## config.mk

```make
export PLATFORM = sky130hd
export DESIGN_NAME = sram2rw_fifo_ctrl
export DESIGN_NICKNAME = d
export VERILOG_FILES = /design/src/rtl/sram2rw_fifo_ctrl.sv
export SDC_FILE = /design/constraint.sdc
export NUM_CORES = 1
export LEC_CHECK = 0
export BUFFER_PORTS_ARGS = -buffer_cell sky130_fd_sc_hd__buf_2
export CORE_UTILIZATION = 50
export DETAILED_ROUTE_END_ITERATION = 6
export PLACE_DENSITY = 0.76
export REMOVE_ABC_BUFFERS = 1
export SLEW_MARGIN = 20
export SYNTH_ARGS = -nofsm -noshare
export SYNTH_HDL_FRONTEND = slang
export SYNTH_SLANG_ARGS = --single-unit
```

## constraint.sdc

```tcl
create_clock -name clock -period 6.4 [get_ports clock]
set_clock_uncertainty 0.05 [all_clocks]
set_input_delay 0 -clock clock [delete_from_list [all_inputs] [get_ports clock]]
set_output_delay 0 -clock clock [all_outputs]
set_load 0.005 [all_outputs]
```

## src/rtl/sram2rw_fifo_ctrl.sv

```systemverilog
// FIFO controller around a 64x8 two-port SRAM: port 1 writes, port 2 reads, and a 2-entry skid
// buffer hides the registered read latency. Define SRAM2RW_FIFO_BYPASS_EN to route enqueues into an empty FIFO straight to the output buffer.
module sram2rw_fifo_ctrl #(
    parameter int DEPTH = 64,
    parameter int WIDTH = 8,
    parameter int AW    = $clog2(DEPTH),
    parameter int CW    = $clog2(DEPTH + 3)
) (
    input  logic             clock,
    input  logic             reset,
    input  logic             enq_valid,
    output logic             enq_ready,
    input  logic [WIDTH-1:0] enq_bits,
    output logic             deq_valid,
    input  logic             deq_ready,
    output logic [WIDTH-1:0] deq_bits,
    output logic [CW-1:0]    count,
    output logic [AW-1:0]    sram_a1,
    output logic [WIDTH-1:0] sram_i1,
    output logic             sram_csb1,
    output logic             sram_web1,
    output logic             sram_oeb1,
    output logic [AW-1:0]    sram_a2,
    output logic             sram_csb2,
    output logic             sram_web2,
    output logic             sram_oeb2,
    input  logic [WIDTH-1:0] sram_o2
);

    localparam logic [AW:0] LP_DEPTH = (AW + 1)'(DEPTH);

    logic [AW-1:0]    r_wptr;
    logic [AW-1:0]    r_rptr;
    logic [AW:0]      r_sram_cnt;
    logic             r_inflight;
    logic [1:0]       r_ob_cnt;
    logic [WIDTH-1:0] r_ob_head;
    logic [WIDTH-1:0] r_ob_tail;

    logic             w_enq_fire;
    logic             w_byp;
    logic             w_wr;
    logic             w_rd;
    logic             w_deq_fire;
    logic             w_push;
    logic [WIDTH-1:0] w_push_data;
    logic [2:0]       w_ob_pend;

    // Handshakes: a transfer happens on a rising edge where valid and ready are both high;
    // ready never depends on the same side's valid, and valid is held until it is taken.
    assign enq_ready  = !reset && (r_sram_cnt < LP_DEPTH);
    assign w_enq_fire = enq_valid && enq_ready;
    assign deq_valid  = (r_ob_cnt != 2'd0);
    assign w_deq_fire = deq_valid && deq_ready;
    assign deq_bits   = r_ob_head;

`ifdef SRAM2RW_FIFO_BYPASS_EN
    assign w_byp = (r_sram_cnt == '0) && !r_inflight && (r_ob_cnt != 2'd2);
`else
    assign w_byp = 1'b0;
`endif

    assign w_wr = w_enq_fire && !w_byp;

    // Slots the output buffer will need once the current dequeue and in-flight read settle.
    assign w_ob_pend = 3'(r_ob_cnt) + 3'(r_inflight) - 3'(w_deq_fire);
    assign w_rd      = !reset && (r_sram_cnt != '0) && (w_ob_pend < 3'd2);

    // Bypass only fires with nothing in flight, so the two push sources never collide.
    assign w_push      = r_inflight || (w_enq_fire && w_byp);
    assign w_push_data = r_inflight ? sram_o2 : enq_bits;

    assign sram_csb1 = !w_wr;
    assign sram_web1 = !w_wr;
    assign sram_oeb1 = 1'b1;
    assign sram_a1   = w_wr ? r_wptr : '0;
    assign sram_i1   = w_wr ? enq_bits : '0;

    assign sram_csb2 = !w_rd;
    assign sram_web2 = 1'b1;
    assign sram_oeb2 = !w_rd;
    assign sram_a2   = w_rd ? r_rptr : '0;

    assign count = CW'(r_sram_cnt) + CW'(r_inflight) + CW'(r_ob_cnt);

    always_ff @(posedge clock) begin
        if (reset) begin
            r_wptr     <= '0;
            r_rptr     <= '0;
            r_sram_cnt <= '0;
            r_inflight <= 1'b0;
        end else begin
            if (w_wr) begin
                r_wptr <= r_wptr + AW'(1);
            end
            if (w_rd) begin
                r_rptr <= r_rptr + AW'(1);
            end
            case ({w_wr, w_rd})
                2'b10:   r_sram_cnt <= r_sram_cnt + (AW + 1)'(1);
                2'b01:   r_sram_cnt <= r_sram_cnt - (AW + 1)'(1);
                default: r_sram_cnt <= r_sram_cnt;
            endcase
            r_inflight <= w_rd;
        end
    end

    // Two-entry output buffer: head drives deq_bits, tail holds the younger word.
    always_ff @(posedge clock) begin
        if (reset) begin
            r_ob_cnt  <= 2'd0;
            r_ob_head <= '0;
            r_ob_tail <= '0;
        end else begin
            case ({w_push, w_deq_fire})
                2'b10: begin
                    if (r_ob_cnt == 2'd0) begin
                        r_ob_head <= w_push_data;
                    end else begin
                        r_ob_tail <= w_push_data;
                    end
                    r_ob_cnt <= r_ob_cnt + 2'd1;
                end
                2'b01: begin
                    r_ob_head <= r_ob_tail;
                    r_ob_cnt  <= r_ob_cnt - 2'd1;
                end
                2'b11: begin
                    if (r_ob_cnt == 2'd1) begin
                        r_ob_head <= w_push_data;
                    end else begin
                        r_ob_head <= r_ob_tail;
                        r_ob_tail <= w_push_data;
                    end
                end
                default: begin
                    r_ob_cnt <= r_ob_cnt;
                end
            endcase
        end
    end

    a_no_same_addr: assert property (@(posedge clock) disable iff (reset)
        !(w_wr && w_rd && (sram_a1 == sram_a2)));

    a_ptr_meet: assert property (@(posedge clock) disable iff (reset)
        (r_wptr == r_rptr) |-> ((r_sram_cnt == '0) || (r_sram_cnt == LP_DEPTH)));

    a_ob_bound: assert property (@(posedge clock) disable iff (reset)
        (3'(r_ob_cnt) + 3'(r_inflight)) <= 3'd2);

    a_count_max: assert property (@(posedge clock) disable iff (reset)
        count <= CW'(DEPTH + 2));

    a_sram_bound: assert property (@(posedge clock) disable iff (reset)
        r_sram_cnt <= LP_DEPTH);

    a_reset_idle: assert property (@(posedge clock)
        reset |-> (sram_csb1 && sram_csb2 && !enq_ready));

endmodule

```

==> results of run 1 <==
## where the power goes
group	internal [mW]	switching, mW	total, mW
clock network	0.156	0.0878	0.244
registers	0.287	0.0689	0.355
logic	0.236	0.280	0.517
total	0.679	0.437	1.12
## area by class of cell
cell class	count	area (µm²)
Inverter	11	41.3
Tap cell	52	65.1
Sequential cell	38	761
Clock buffer	5	68.8
Multi-Input combinational cell	204	1400
Clock inverter	3	68.8
Fill cell	396	1700
Timing Repair Buffer	62	315
## worst max-delay path by stage
stage                        startpoint                          to  slack [ps]  cells after the start
2_1_floorplan  r_ob_cnt[1]$_SDFFE_PP0P_  r_sram_cnt[6]$_SDFFE_PP0P_        1410                     17
3_3_place_gp   r_ob_cnt[1]$_SDFFE_PP0P_  r_sram_cnt[6]$_SDFFE_PP0P_        1630                     18
3_5_place_dp   r_ob_cnt[1]$_SDFFE_PP0P_  r_sram_cnt[6]$_SDFFE_PP0P_        1460                     18
4_1_cts        r_ob_cnt[1]$_SDFFE_PP0P_  r_sram_cnt[6]$_SDFFE_PP0P_        1440                     18
5_1_grt        r_ob_cnt[1]$_SDFFE_PP0P_  r_sram_cnt[6]$_SDFFE_PP0P_         990                     18
6_report       r_ob_cnt[1]$_SDFFE_PP0P_  r_sram_cnt[6]$_SDFFE_PP0P_        1420                     18
## worst min-delay path, delay by kind of cell
kind | cells | cell delay [ps]
AO/OA/AOI/OAI | 1 | 200
buffers and inverters | 1 | 70
multiplexers | 1 | 80
## cells in the final DEF (no fill, tap or decap), drive strengths merged, types with 3 or more instances in the layout
cell and instances:
mux2i 10, xor2 14, clkbuf 5, a31oi 3
fa 3, a211oi 9, o21ai 6, nand4 3
a21oi 13, nor3 3, inv 11, xnor2 11
nand3 5, and2 21, or3 3, buf 62
nor2 34, a211o 9, nand2 22, ha 8
nor2b 3, and3 3, nor4 3, dfxtp 38
nor3b 3
## per-layer routing
metal / track usage, % / wire length (µm) / up-vias
met5: 0 / 0 / -
met4: 7.33 / 82 / 0
met3: 2.89 / 158 / 8
met2: 32.5 / 2140 / 47
met1: 22.7 / 2120 / 927
li1: - / - / 1017
## registers in the layout (all words and copies together) (netlist names)
name / count
r_wptr: 6
r_inflight: 1
deq_bits: 8
r_ob_tail: 8
r_sram_cnt: 7
r_ob_cnt: 2
r_rptr: 6
## kinds of logic after synthesis
group / count (synthesis) / share of synthesized area [%]
fa+ha+maj: 11 / 6.93
flops: 38 / 32.9
other cells: 1 / 0.162
xor+xnor: 25 / 9.47
simple gates: 109 / 24.6
compound gates: 46 / 13.9
buf+inv: 35 / 7.20
mux: 11 / 4.82
## stage by stage
step	hold WS [ps]	std cells	utilization, %	instance area (µm²)
after global routing	85.5	375	61.6	2720
after floorplan	-17.2	253	-	2190
after global placement	231	367	58.4	2580
final	58.0	375	61.6	2720
after CTS	52.6	375	61.5	2710
after detailed placement	232	367	58.4	2580
==> flow_metrics.tcl, run 1 <==
set metrics [dict create \
    report.final.setup_viol 0 \
    reg2reg_depth 18 \
    core_area_um2 4410 \
    top_level_ports 63 \
    ctsHoldBuffers 0 \
    syn-instance-count 276 \
    path_class "register to register" \
    area_growth_pct 17.5 \
    detailedPlacementHpwl_mm 3.14 \
    seq_area_frac_synth_pct 32.9 \
    crit_path_start_kind "register" \
    dr_iter_0_viols 126 \
    clock_path_buffers 2 \
    worst_setup_path_end_kind "register" \
    postCtsSetupRepairBufs 0 \
    synth_top_cells_by_count "dfxtp_1, nor2_1, nand2_1" \
    synthArstFlopShare_pct 0 \
    worstHoldPathCells 3 \
    antenna_violating_nets_post_route 0 \
    power.density_cell_area_nw_per_um2 411 \
    cts.clk_slew.worst_paths_ps 80 \
    clk_latency_ps 290 \
    hold_end "r_ob_tail[7]$_SDFFE_PP0P_" \
    worst_pin_slew_ps 976 \
    synth_most_common_cell "dfxtp_1" \
    fmax_ghz 0.201 \
    hold_path.startpoint "sram_o2[7]" \
    critical_path_required_ps 6530 \
    clock_buffer_count_from_cts 5 \
    p_leak_nw 1.23 \
    timing.setup.tns_ps 0 \
    dieHeight_um 70.0 \
    slew_headroom_pct 34.8 \
    yosysTopAreaCell "dfxtp_1" \
    tritoncts "done" \
    post-layout-total-power_mw 1.12 \
    path_cells "inv_1, ha_1, nor2b_1, xnor2_1, and2_1, inv_1, fa_1, inv_1, a2111oi_2, buf_4, ha_1, xor2_1, ha_1, nor4_4, nor4_2, or4b_1, a31oi_1, mux2_1" \
    worst-r2r-setup-slack_ps 1420 \
    global_route_wire_length_before_repair_mm 7.47 \
    ys_types 46 \
    grt_setup_unrepaired "no" \
    finalCritPeriodShare_pct 77.8 \
    grt_util_all_layers_pct 18.6 \
    slowest_delay_ps 490 \
    arrival_ps 5110 \
    synth_edf_count 0 \
    vdd.ir_drop.worst_mv 0.231 \
    syn_avg_cell_area_um2 8.38 \
    yosysWarnings 0 \
    fp.dieArea_um2 4900 \
    layout-drive-gt1-share_pct 23.8 \
    critical_path_peak_fanout 15 \
    routed_wire_length_per_instance_um 12.0 \
    post-route-min-period_ps 4980 \
    rows 24 \
    die_w_um 70.0 \
    portBuffers 60 \
    critical-path-top-delay-family "adder cells" \
    worst_slack_ps 1420 \
    antenna_cells_inserted 0 \
    post_synth_instance_area_um2 2310 \
    total_number_of_vias 1999 \
    fin_nets 353 \
    synth.top_cells.by_area "dfxtp_1, and2_1, nor2_1, xor2_1, ha_1" \
    route.final.wire_length_mm 4.50 \
    drc_violation_count_after_routing 0 \
    place_worst_setup_slack_ps 1460 \
    hold_path_class "input pin to register" \
    initial_utilization_pct 52.4 \
    antenna_violations_before_repair 0 \
    clock_sinks 38 \
    timing.final.hold_violations 0 \
    run_status "finished clean" \
    drv.max_cap_violation_count 0 \
    crit_path_top_delay_cell "dfxtp_1" \
    first_pass_iters 6 \
    worstPathBufferInverterCount 4 \
    yosys.area.top_type_share_pct 32.9 \
    place_congestion 0.790 \
    grt_start_max_net_pins 42 \
    grt_remaining_overflow 0 \
    crit-reg2reg-capture "r_sram_cnt[6]$_SDFFE_PP0P_" \
    vias_in_the_first_global_route 1749 \
    finalMaxSlewViolations 0 \
    detail_route.vias_per_cell 5.33 \
    synth_top_flop_cell "dfxtp_1" \
    cts_max_level 2 \
    r2r-start "r_ob_cnt[1]$_SDFFE_PP0P_" \
    yosys_register_bits 38 \
    cts-root-buf "clkbuf_8" \
    post_cts.resized_instances 0 \
]
(Power assumes the default switching activity.)
==> run 2, diff against run 1 <==
CORE_UTILIZATION = 47   (was 50)
PLACE_DENSITY = 0.75   (was 0.76)
clock period = 4.2 ns   (was 6.4 ns; I/O delays follow)
==> run 2 against run 1 <==
Net effect:
- cell count increased by 5.3%
- sequential power increased by 48%
- critical path type unchanged
- clock-buffer cell count increased by 2
- via count unchanged
- setup slack worse by 1200 ps
- clock power increased by 22%
- hold slack worse by 2.6 ps
- fmax is 25% higher
- combinational power grew 73%
- non-clock buffer count up 5
- sequential share of layout area is 0.74 points lower
==> flow_metrics.tcl, run 2 (synthesis results as in run 1) <==
set metrics [dict create \
    first_pass_iters 4 \
    timing.setup.tns_ps 0 \
    antenna_violating_nets_post_route 0 \
    clock_buffer_count_from_cts 5 \
    grt_remaining_overflow 0 \
    drv.max_cap_violation_count 0 \
    arrival_ps 4110 \
    fp.dieArea_um2 5200 \
    initial_utilization_pct 49.0 \
    vias_in_the_first_global_route 1658 \
    path_class "register to register" \
    portBuffers 60 \
    antenna_cells_inserted 0 \
    area_growth_pct 20.9 \
    worstHoldPathCells 3 \
    antenna_violations_before_repair 0 \
    worst-r2r-setup-slack_ps 210 \
    fmax_ghz 0.250 \
    dr_iter_0_viols 96 \
    critical_path_required_ps 4320 \
    fin_nets 358 \
    hold_path_class "input pin to register" \
    place_congestion 0.732 \
    worst_setup_path_end_kind "register" \
    grt_start_max_net_pins 42 \
    dieHeight_um 72.1 \
    reg2reg_depth 17 \
    r2r-start "r_ob_cnt[0]$_SDFFE_PP0P_" \
    cts.clk_slew.worst_paths_ps 70 \
    hold_end "r_ob_tail[5]$_SDFFE_PP0P_" \
    p_leak_nw 1.26 \
    layout.cells.most_common "buf_2" \
    vdd.ir_drop.worst_mv 0.310 \
    postCtsSetupRepairBufs 0 \
    run_status "finished clean" \
    clock_path_buffers 2 \
    power.density_cell_area_nw_per_um2 614 \
    slew_headroom_pct 36.7 \
    cts-root-buf "clkbuf_8" \
    route.final.wire_length_mm 4.64 \
    global_route_wire_length_before_repair_mm 7.58 \
    drc_violation_count_after_routing 0 \
    timing.final.hold_violations 0 \
    total_number_of_vias 1999 \
    detailedPlacementHpwl_mm 3.19 \
    clk_latency_ps 280 \
    die_w_um 72.1 \
    cts_max_level 2 \
    grt_util_all_layers_pct 18.2 \
    layout-drive-gt1-share_pct 26.5 \
    detail_route.vias_per_cell 5.06 \
    hold_path.startpoint "sram_o2[5]" \
    tritoncts "done" \
    rows 25 \
    routed_wire_length_per_instance_um 11.7 \
    finalMaxSlewViolations 0 \
    crit-reg2reg-capture "r_sram_cnt[6]$_SDFFE_PP0P_" \
    crit_path_start_kind "register" \
    worst_pin_slew_ps 947 \
    finalCritPeriodShare_pct 95.1 \
    clock_sinks 38 \
    fillerInstances 437 \
    critical_path_peak_fanout 4 \
    layout.cells.most_common_list "buf_2, dfxtp_1, nor2_1" \
    area.sequential_um2 762 \
    top_level_ports 63 \
    final_core_util_pct 59.2 \
    core_area_um2 4720 \
    total_area_of_multi_input_combinational_cells_um2 1450 \
    post-layout-total-power_mw 1.72 \
    post-route-min-period_ps 3990 \
    report.final.setup_viol 0 \
]
-- run 2: changes by cell type in the layout (fill, tap and decap cells not counted), sizes merged --
cell    previous run  this run
clkinv             1         0
clkbuf             5         7
bufinv             2         1
buf               62        67
-- run 2: worst max-delay path by stage --
stage | startpoint | endpoint | slack, ps | cells after the start
floorplan | r_ob_cnt[1]$_SDFFE_PP0P_ | r_sram_cnt[6]$_SDFFE_PP0P_ | -790 | 17
global placement | r_ob_cnt[0]$_SDFFE_PP0P_ | r_sram_cnt[6]$_SDFFE_PP0P_ | 170 | 17
detailed placement | r_ob_cnt[0]$_SDFFE_PP0P_ | r_sram_cnt[6]$_SDFFE_PP0P_ | 8 | 17
CTS | r_ob_cnt[0]$_SDFFE_PP0P_ | r_sram_cnt[6]$_SDFFE_PP0P_ | 20 | 17
global route | r_ob_cnt[0]$_SDFFE_PP0P_ | r_sram_cnt[6]$_SDFFE_PP0P_ | -8 | 17
finish | r_ob_cnt[0]$_SDFFE_PP0P_ | r_sram_cnt[6]$_SDFFE_PP0P_ | 210 | 17
-- run 2: timing repair --
action,in CTS,in global routing
resized for setup,2,9
setup endpoints to repair,1,2
pin swaps,0,3
hold buffers,0,0
-- run 2: layout make-up --
| type | count | area share [%] |
|---|---|---|
| tap | 67 | 3.00 |
| sequential | 38 | 27.2 |
| clock buffer | 7 | 2.73 |
| timing repair buffer | 67 | 12.6 |
| inverter | 11 | 1.48 |
| clock inverter | 1 | 1.07 |
| multi-input combinational | 204 | 51.9 |
-- run 2: where the power goes --
group          leakage (nW)  switching, mW  internal (mW)
clock                0.0524          0.121          0.178
sequential            0.309         0.0893          0.438
combinational         0.901          0.483          0.408
-- run 2: worst max-delay path, cell delays in order, from the launching register on --
cell,delay (ps)
dfxtp_2,350
inv_2,70
ha_4,180
nor2b_4,120
xnor2_1,160
and2_1,180
inv_1,60
fa_1,470
inv_1,70
a2111oi_4,290
ha_2,260
xor2_1,70
ha_2,220
nor4_4,270
nor4_4,90
or4b_1,470
a31oi_1,170
mux2_1,330
-- run 2: per-layer routing --
metal	global-route usage, %	wire length, µm	vias up
met5	0	0	-
met4	5.23	69	0
met3	4.17	158	8
met2	27.9	2180	43
met1	25.6	2230	917
li1	-	-	1031
-- run 2: per-stage QoR --
| stage | area, µm² | cells | setup slack (ps) | hold WS, ps |
|---|---|---|---|---|
| 6_report | 2800 | 395 | 207 | 55.4 |
| 3_3_place_gp | 2630 | 387 | 171 | 230 |
| 4_1_cts | 2750 | 395 | 15.8 | 47.0 |
| 3_5_place_dp | 2640 | 387 | 8.29 | 236 |
| 5_1_grt | 2800 | 395 | -8.22 | 72.3 |
| 2_1_floorplan | 2190 | 253 | -794 | -17.2 |
